===== src/rtl/williams2_nvram_upload_if.sv =====
// Signal bundle between hps_io upload requests, the CMOS read port and the
// autosave logic, as seen by the williams2 CMOS upload responder.
interface williams2_nvram_upload_if #(
   parameter int ADDR_W = 10
);
   logic              ioctl_upload;
   logic              ioctl_rd;
   logic [24:0]       ioctl_addr;
   logic [7:0]        ioctl_din;
   logic              ioctl_wait;
   logic [ADDR_W-1:0] cmos_addr;
   logic              cmos_rd;
   logic [3:0]        cmos_q;
   logic              cmos_we_mon;
   logic              dirty;
   logic              upload_done;

   // Requester side: hps_io, the CMOS RAM read port and the CPU write strobe.
   modport master (
      output ioctl_upload, ioctl_rd, ioctl_addr, cmos_q, cmos_we_mon,
      input  ioctl_din, ioctl_wait, cmos_addr, cmos_rd, dirty, upload_done
   );

   // Responder side: the upload block itself.
   modport slave (
      input  ioctl_upload, ioctl_rd, ioctl_addr, cmos_q, cmos_we_mon,
      output ioctl_din, ioctl_wait, cmos_addr, cmos_rd, dirty, upload_done
   );
endinterface


===== src/rtl/williams2_nvram_upload.sv =====
// Serves HPS upload reads from the 4-bit williams2 CMOS RAM, packing two
// nibbles per byte, and tracks CPU writes so the top level can autosave.
module williams2_nvram_upload #(
   parameter int ADDR_W  = 10,
   parameter int RAM_LAT = 1
) (
   input logic                     clk_sys,
   input logic                     reset,
   williams2_nvram_upload_if.slave bus
);

   localparam int BYTE_W = ADDR_W - 1;
   localparam int CNT_W  = $clog2(RAM_LAT + 2);
   localparam logic [CNT_W-1:0] CNT_LAST = CNT_W'(RAM_LAT);

   typedef enum logic [1:0] {
      IDLE = 2'd0,
      LO   = 2'd1,
      HI   = 2'd2,
      OOR  = 2'd3
   } state_t;

   state_t            state;
   state_t            state_d;
   logic [CNT_W-1:0]  cnt;
   logic [BYTE_W-1:0] byte_addr;
   logic [3:0]        lo_nib;
   logic              upload_q;
   logic              last_ok;

   logic              in_range;
   logic              accept;
   logic              abort;
   logic              phase_end;
   logic              sess_rise;
   logic              sess_fall;

   assign in_range  = (bus.ioctl_addr >> BYTE_W) == 25'd0;
   assign sess_rise = bus.ioctl_upload & ~upload_q;
   assign sess_fall = ~bus.ioctl_upload & upload_q;

   always_ff @(posedge clk_sys or posedge reset) begin
      if (reset) begin
         state <= IDLE;
      end else begin
         state <= state_d;
      end
   end

   // A nibble phase lasts RAM_LAT+1 cycles; cnt reaching RAM_LAT marks the
   // cycle in which cmos_q holds the data for the address issued at its start.
   always_comb begin
      state_d   = state;
      accept    = 1'b0;
      abort     = 1'b0;
      phase_end = 1'b0;
      case (state)
         IDLE: begin
            if (bus.ioctl_rd && bus.ioctl_upload) begin
               accept  = 1'b1;
               state_d = in_range ? LO : OOR;
            end
         end
         LO, HI: begin
            if (!bus.ioctl_upload) begin
               abort   = 1'b1;
               state_d = IDLE;
            end else if (cnt == CNT_LAST) begin
               phase_end = 1'b1;
               state_d   = (state == LO) ? HI : IDLE;
            end
         end
         OOR: begin
            state_d = IDLE;
         end
         default: begin
            state_d = IDLE;
         end
      endcase
   end

   always_ff @(posedge clk_sys or posedge reset) begin
      if (reset) begin
         cnt            <= '0;
         byte_addr      <= '0;
         lo_nib         <= 4'h0;
         bus.cmos_addr  <= '0;
         bus.cmos_rd    <= 1'b0;
         bus.ioctl_din  <= 8'h00;
         bus.ioctl_wait <= 1'b0;
      end else begin
         bus.cmos_rd <= 1'b0;
         if (accept) begin
            byte_addr      <= bus.ioctl_addr[BYTE_W-1:0];
            cnt            <= '0;
            bus.ioctl_wait <= 1'b1;
            if (in_range) begin
               bus.cmos_addr <= {bus.ioctl_addr[BYTE_W-1:0], 1'b0};
               bus.cmos_rd   <= 1'b1;
            end
         end else if (abort) begin
            // ioctl_din deliberately keeps the last completed byte.
            bus.ioctl_wait <= 1'b0;
         end else if (phase_end) begin
            cnt <= '0;
            if (state == LO) begin
               lo_nib        <= bus.cmos_q;
               bus.cmos_addr <= {byte_addr, 1'b1};
               bus.cmos_rd   <= 1'b1;
            end else begin
               bus.ioctl_din  <= {bus.cmos_q, lo_nib};
               bus.ioctl_wait <= 1'b0;
            end
         end else if (state == OOR) begin
            bus.ioctl_din  <= 8'hFF;
            bus.ioctl_wait <= 1'b0;
         end else if ((state == LO) || (state == HI)) begin
            cnt <= cnt + 1'b1;
         end
      end
   end

   // Session bookkeeping: a session counts as complete only if the final byte
   // was actually returned before ioctl_upload fell.
   always_ff @(posedge clk_sys or posedge reset) begin
      if (reset) begin
         upload_q        <= 1'b0;
         last_ok         <= 1'b0;
         bus.upload_done <= 1'b0;
         bus.dirty       <= 1'b0;
      end else begin
         upload_q        <= bus.ioctl_upload;
         bus.upload_done <= sess_fall & last_ok;

         if (sess_rise) begin
            last_ok <= 1'b0;
         end else if (phase_end && (state == HI) && (byte_addr == '1)) begin
            last_ok <= 1'b1;
         end

         // A CPU write in the completion cycle must not be lost.
         if (bus.cmos_we_mon) begin
            bus.dirty <= 1'b1;
         end else if (sess_fall && last_ok) begin
            bus.dirty <= 1'b0;
         end
      end
   end

endmodule

===== src/flat_wrapper.sv =====
// flat-port wrapper written by rule: the top's interface ports become plain ports
module williams2_nvram_upload_flat 
#(
   parameter int ADDR_W  = 10,
   parameter int RAM_LAT = 1
)
  (clk_sys, reset, bus_ioctl_upload, bus_ioctl_rd, bus_ioctl_addr, bus_cmos_q, bus_cmos_we_mon, bus_ioctl_din, bus_ioctl_wait, bus_cmos_addr, bus_cmos_rd, bus_dirty, bus_upload_done);
  williams2_nvram_upload_if #(.ADDR_W(ADDR_W)) bus_i ();
  input logic clk_sys;
  input logic reset;
  input wire logic [$bits(bus_i.ioctl_upload)-1:0] bus_ioctl_upload;
  input wire logic [$bits(bus_i.ioctl_rd)-1:0] bus_ioctl_rd;
  input wire logic [$bits(bus_i.ioctl_addr)-1:0] bus_ioctl_addr;
  input wire logic [$bits(bus_i.cmos_q)-1:0] bus_cmos_q;
  input wire logic [$bits(bus_i.cmos_we_mon)-1:0] bus_cmos_we_mon;
  output wire logic [$bits(bus_i.ioctl_din)-1:0] bus_ioctl_din;
  output wire logic [$bits(bus_i.ioctl_wait)-1:0] bus_ioctl_wait;
  output wire logic [$bits(bus_i.cmos_addr)-1:0] bus_cmos_addr;
  output wire logic [$bits(bus_i.cmos_rd)-1:0] bus_cmos_rd;
  output wire logic [$bits(bus_i.dirty)-1:0] bus_dirty;
  output wire logic [$bits(bus_i.upload_done)-1:0] bus_upload_done;
  assign bus_i.ioctl_upload = bus_ioctl_upload;
  assign bus_i.ioctl_rd = bus_ioctl_rd;
  assign bus_i.ioctl_addr = bus_ioctl_addr;
  assign bus_i.cmos_q = bus_cmos_q;
  assign bus_i.cmos_we_mon = bus_cmos_we_mon;
  assign bus_ioctl_din = bus_i.ioctl_din;
  assign bus_ioctl_wait = bus_i.ioctl_wait;
  assign bus_cmos_addr = bus_i.cmos_addr;
  assign bus_cmos_rd = bus_i.cmos_rd;
  assign bus_dirty = bus_i.dirty;
  assign bus_upload_done = bus_i.upload_done;
  williams2_nvram_upload #(.ADDR_W(ADDR_W), .RAM_LAT(RAM_LAT)) u_core (.clk_sys(clk_sys), .reset(reset), .bus(bus_i));
endmodule

===== config.mk =====
export PLATFORM = sky130hd
export DESIGN_NAME = williams2_nvram_upload_flat
export DESIGN_NICKNAME = d
export VERILOG_FILES = /design/src/rtl/williams2_nvram_upload_if.sv /design/src/rtl/williams2_nvram_upload.sv /design/src/flat_wrapper.sv
export SDC_FILE = /design/constraint.sdc
export NUM_CORES = 1
export LEC_CHECK = 0
export BUFFER_PORTS_ARGS = -buffer_cell sky130_fd_sc_hd__clkbuf_2
export CORE_MARGIN = 5
export CORE_UTILIZATION = 23
export DETAILED_ROUTE_END_ITERATION = 16
export GPL_TIMING_DRIVEN = 0
export PLACE_DENSITY = 0.41
export SETUP_SLACK_MARGIN = 0.15
export SYNTH_ARGS = -nofsm -noshare
export SYNTH_HDL_FRONTEND = slang
export SYNTH_SLANG_ARGS = --single-unit

===== constraint.sdc =====
create_clock -name clk_sys -period 1.8 [get_ports clk_sys]
set_input_delay 0 -clock clk_sys [delete_from_list [all_inputs] [get_ports clk_sys]]
set_output_delay 0 -clock clk_sys [all_outputs]
set_load 0.005 [all_outputs]

## Word level (Yosys, flattened, before mapping)

Cells that the tools add are included.

- Word-level logic and storage cells: 93
- Input bits: 34
- Flip-flop bits (word level): 41

- Equality and inequality tests: 12
- $add $sub $neg: 1
- Reductions and logical operators: 21
- Multiplexer cells: 40
- Bitwise gates (word level): 7

Operators by type and width:

| kind | number |
|---|---|
| 10-bit 2-to-1 mux | 5 |
| 25-bit zero test | 1 |
| 8-bit 2-to-1 mux | 3 |
| 1-bit 2-to-1 mux | 21 |
| 2-bit 2-to-1 mux | 10 |
| 4-bit AND reduction | 3 |
| 2-bit nonzero test | 5 |
| 9-bit == test, second input constant | 1 |
| 2-bit by 1-bit inequality test with 1-bit output, second input constant | 3 |
| 2-bit one-hot mux with 3 select lines | 1 |
| 2-bit by 1-bit == test with 1-bit output, second input constant | 2 |
| 2-bit == test, second input constant | 2 |
| 1-bit logical AND | 4 |
| 4-bit by 2-bit inequality test with 1-bit output, second input constant | 1 |
| 1-bit NOT | 4 |
| 2-bit AND reduction | 2 |
| 4-bit nonzero test | 1 |
| 1-bit AND | 3 |
| 3-bit by 1-bit inequality test with 1-bit output, second input constant | 1 |
| 3-bit by 2-bit inequality test with 1-bit output, second input constant | 1 |
| 3-bit AND reduction | 1 |
| 3-bit nonzero test | 1 |
| 2-bit by 1-bit adder with 2-bit output, second input constant | 1 |
| 2-bit zero test | 1 |
| other kinds (3) | 3 |

## Logic depth before layout (Yosys ltp)

- Depth after elaboration: 8
- Gate-level depth with buffers: 7
- Gate-level depth less buffers: 6

## Worst setup path before layout

Ideal clock, no wire load.

- Kind: reg-to-reg
- From: register u_core.state[0]
- To: register u_core.bus.cmos_addr[1]
- Setup slack: -0.096 ns
- Stages on the path, launching flop included: 8
- Clock period less this slack: 1.896 ns
- Data arrival time: 1.770 ns
- Library setup time: 0.126 ns
- Cell sequence: dfrtp_1 -> inv_1 -> ha_1 -> nand3_2 -> a211oi_4 -> o21ba_1 -> buf_6 -> a221o_1

- Word-level cells in the longest chain between the ends: 5
- Elaborated cells between the ends (all ways): 13
- Those cells by class: eq/ne: 4; mux: 4; reduce/logical: 5

RTL lines:

| element | line | RTL |
|---|---|---|
| from (decl) | williams2_nvram_upload.sv:23 | `state_t state;` |
| from (signal assigned) | williams2_nvram_upload.sv:46 | `state <= state_d;` |
| 2-bit == test / 2-bit by 1-bit == test with 1-bit output (equally long branches) | williams2_nvram_upload.sv:57, williams2_nvram_upload.sv:106 |  |
| 2-bit OR reduction | williams2_nvram_upload.sv:57 | `case (state)` |
| 1-bit 2-to-1 mux | williams2_nvram_upload.sv:57 |  |
| 2-bit by 1-bit inequality test with 1-bit output (no source line) / 2-bit nonzero test (equally long branches) | -- |  |
| 4-bit AND reduction (no source line) | -- |  |
| to (signal assigned) | williams2_nvram_upload.sv:98 | `bus.cmos_addr <= {bus.ioctl_addr[BYTE_W-1:0], 1'b0};` |
| to (signal assigned) | williams2_nvram_upload.sv:108 | `bus.cmos_addr <= {byte_addr, 1'b1};` |
| to (decl) | williams2_nvram_upload_if.sv:27 | `output ioctl_din, ioctl_wait, cmos_addr, cmos_rd, dirty, upload_done` |

Parallel ways exist; a longest one is shown, timed or not.
A chain may end at the register's enable or synchronous reset.

## Worst setup path in the final report

- From: register u_core.state[1]
- To: register u_core.bus.cmos_addr[8]

Same word-level chain as after synthesis.

==> metrics.txt <==
Net count, final=317; Final WS setup=69.6 ps; Post-Syn Nets=228; RSZ-0062 raised after global routing=yes; Die H=102 um; crit end category=flip-flop; crit path max fanout=10; CTS tree=done; Via-to-Cell Ratio=4.29; Gate Count Post-Synth=187; status=complete, no violations; max_cap viols=0; I/O pin total=56; leading cell type in the layout, fill and taps excluded=clkbuf_2; final setup violation count=0; post-synth top area share=53.2%; die area=0.0103 mm^2; GPL Wtd Cong=0.734; Worst Path Arrival=1910 ps; pwr dens=1290 mW/mm^2; initial antenna violation count=0; H-tree depth=2; fin crit period=1730 ps; Worst setup SP type=flip-flop; Placed Cells=348; Post-DRT Antenna Nets=0; Psw=1.26 mW; first-pass GRT wire length=8.34 mm; First-pass DRT Iterations=4; synth top area cells=dfrtp_1 53%, nand2_1 6.4%, a221o_1 4.7%; clock-pin slew on the worst setup and hold paths=80 ps; YS warnings=0; final period utilization=96.1%; Setup Slack @ Placement=-248 ps; largest area contributor in the netlist=dfrtp_1; reg-to-reg critical path startpoint=u_core.state[1]; DRT iter0 DRCs=67; Port Buf Inserts=55; Internal Dissipation=2.31 mW; clk_lat worst skew=290 ps; crit path kind=reg2reg; initial core utilization=23.6%; Worst Hold Class=in2async; sequential share of power=40.5%; Slew @ Worst Pin=370 ps; CTS root buf=clkbuf_8; Residual DRC=0; Core Box Area=0.00818 mm^2; Worst Skew=9.23 ps; vias in the first global route=1,643; Yosys reg bits=41; reg-to-reg critical path endpoint=u_core.bus.cmos_addr[8]; total clock sinks=41; final wirelength=4.97 mm; Syn-to-layout area delta=44.1%; Crit path required time=1980 ps; R2R cell count=7; max-slew violations=0; most frequent cells in the layout=57 x clkbuf_2, 40 x dfrtp_1, 33 x nand2_1; Rows=33; mapped cell area=0.00193 mm^2; final-report hold violation count=0; Clock Path Buffers=2; Die Span X=102 um; combinational share of power=41.9%; Max Clk Rate=578 MHz; Worst VDD drop=393 uV; DP HPWL=3.59 mm; wire per inst=13.0 um; Non-Filler Instances=381; mean area per synthesized cell=10.3 um^2; Slew HR=75.2%; via count=1,635; leak pwr=1.40 nW; post-synthesis sequential area ratio=53.2%; Switching Share=35.2%; GRT overflow=0; Synth cell types=33; total global routing track utilization=10.2%; clock power share=17.6%; ant diodes=0; Num CTS Buffers=5; layout cell share with drive strength beyond 1=35.9%; largest net degree at the start of global routing=29; FF-to-FF setup slack=70 ps
## synthesized netlist by cell type
cell	count
nand4_1	3
a21oi_4	1
ha_1	7
a221o_1	9
nand3_1	1
nor3_1	2
nand2b_4	1
and2_1	9
a2bb2oi_1	1
o21ba_1	1
o22ai_1	1
o211ai_1	1
nand2b_1	2
a21oi_1	5
nor2_2	1
a211oi_4	1
buf_6	1
and3_1	1
a31oi_1	1
o2bb2ai_1	1
o21ai_0	4
nor4_1	6
inv_1	17
mux2i_1	8
buf_2	2
nand3_2	1
buf_4	1
clkbuf_1	3
nor2_1	16
mux2_2	4
nand2_1	33
a21o_1	1
dfrtp_1	41
## critical path, cell delays in order (launching register included)
cell,delay (ps)
dfrtp_2,400
inv_4,60
ha_4,270
nand3_4,70
a211oi_4,190
o21ba_4,190
buf_8,140
a221o_1,300
## flip-flops by register name, indices dropped and copies added, names as in the netlist
signal and cells:
u_core.state 2, u_core.lo_nib 4, u_core.bus.dirty 1, u_core.cnt 2, u_core.bus.upload_done 1, u_core.bus.ioctl_wait 1, u_core.bus.cmos_addr 10, u_core.byte_addr 9
u_core.upload_q 1, u_core.bus.ioctl_din 8, u_core.last_ok 1, u_core.bus.cmos_rd 1
## power by group through the flow
stage,Clock (mW),Sequential (mW),Combinational (mW)
2_1_floorplan,0,1.44,0.855
3_3_place_gp,0,1.47,1.23
3_5_place_dp,0,1.48,1.24
4_1_cts,0.657,1.44,1.45
5_1_grt,0.700,1.50,1.69
6_report,0.628,1.45,1.50
## layer usage
metal | routed length (um) | share of wire (%) | GRT usage, %
met5 | 0 | 0 | 0
met3 | 339 | 6.8 | 2.55
met2 | 2150 | 43 | 15.4
met1 | 2440 | 49 | 14.6
met4 | 36 | 0.72 | 2.76
## kinds of logic after synthesis
family          after synthesis  share of synthesized area (%)
simple gates                 76                           18.7
flops                        41                           53.2
compound gates               27                           11.7
buf+inv                      24                           5.38
mux                          12                           6.49
fa+ha+maj                     7                           4.54
## final cells by class
cell class / count / area [um^2]
clock inverters: 1 / 7.51
flip-flops and latches: 41 / 1030
multi-input cells: 122 / 860
repair buffers: 82 / 544
well taps: 105 / 131
plain buffers: 7 / 58.8
fillers: 875 / 5400
clock buffers: 6 / 82.6
inverters: 17 / 68.8
## through the flow
stage                     hold WS [ps]  setup TNS [ps]  power, mW  cell area, um^2  util [%]
after global placement             147           -5210       2.71             2360      28.8
final                              185               0       3.57             2780      34.0
after detailed placement         -29.0           -5050       2.72             2380      29.1
after CTS                          187               0       3.55             2710      33.1
after floorplan                   31.4               0       2.29             1950         -
after global routing               214           -16.8       3.89             2780      34.0
## worst max-delay path by stage
stage               startpoint                      end  slack (ps)  cells after the start
2_1_floorplan  u_core.state[0]  u_core.bus.cmos_addr[1]          30                      7
3_3_place_gp   u_core.state[0]         u_core.lo_nib[3]        -220                      6
3_5_place_dp   u_core.state[0]  u_core.bus.ioctl_din[6]        -250                      7
4_1_cts        u_core.state[1]  u_core.bus.cmos_addr[2]          30                      7
5_1_grt        u_core.state[1]  u_core.bus.ioctl_din[6]         -20                      8
6_report       u_core.state[1]  u_core.bus.cmos_addr[8]          70                      7
## what timing repair did
action,4_1_cts,5_1_grt
hold endpoints to repair,66,0
pin swaps,3,3
hold buffers,16,0
setup endpoints to repair,35,37
resized for setup,6,17
buffers inserted,7,2
cloned,0,1
Note: power is estimated with default switching activity, not from simulation.
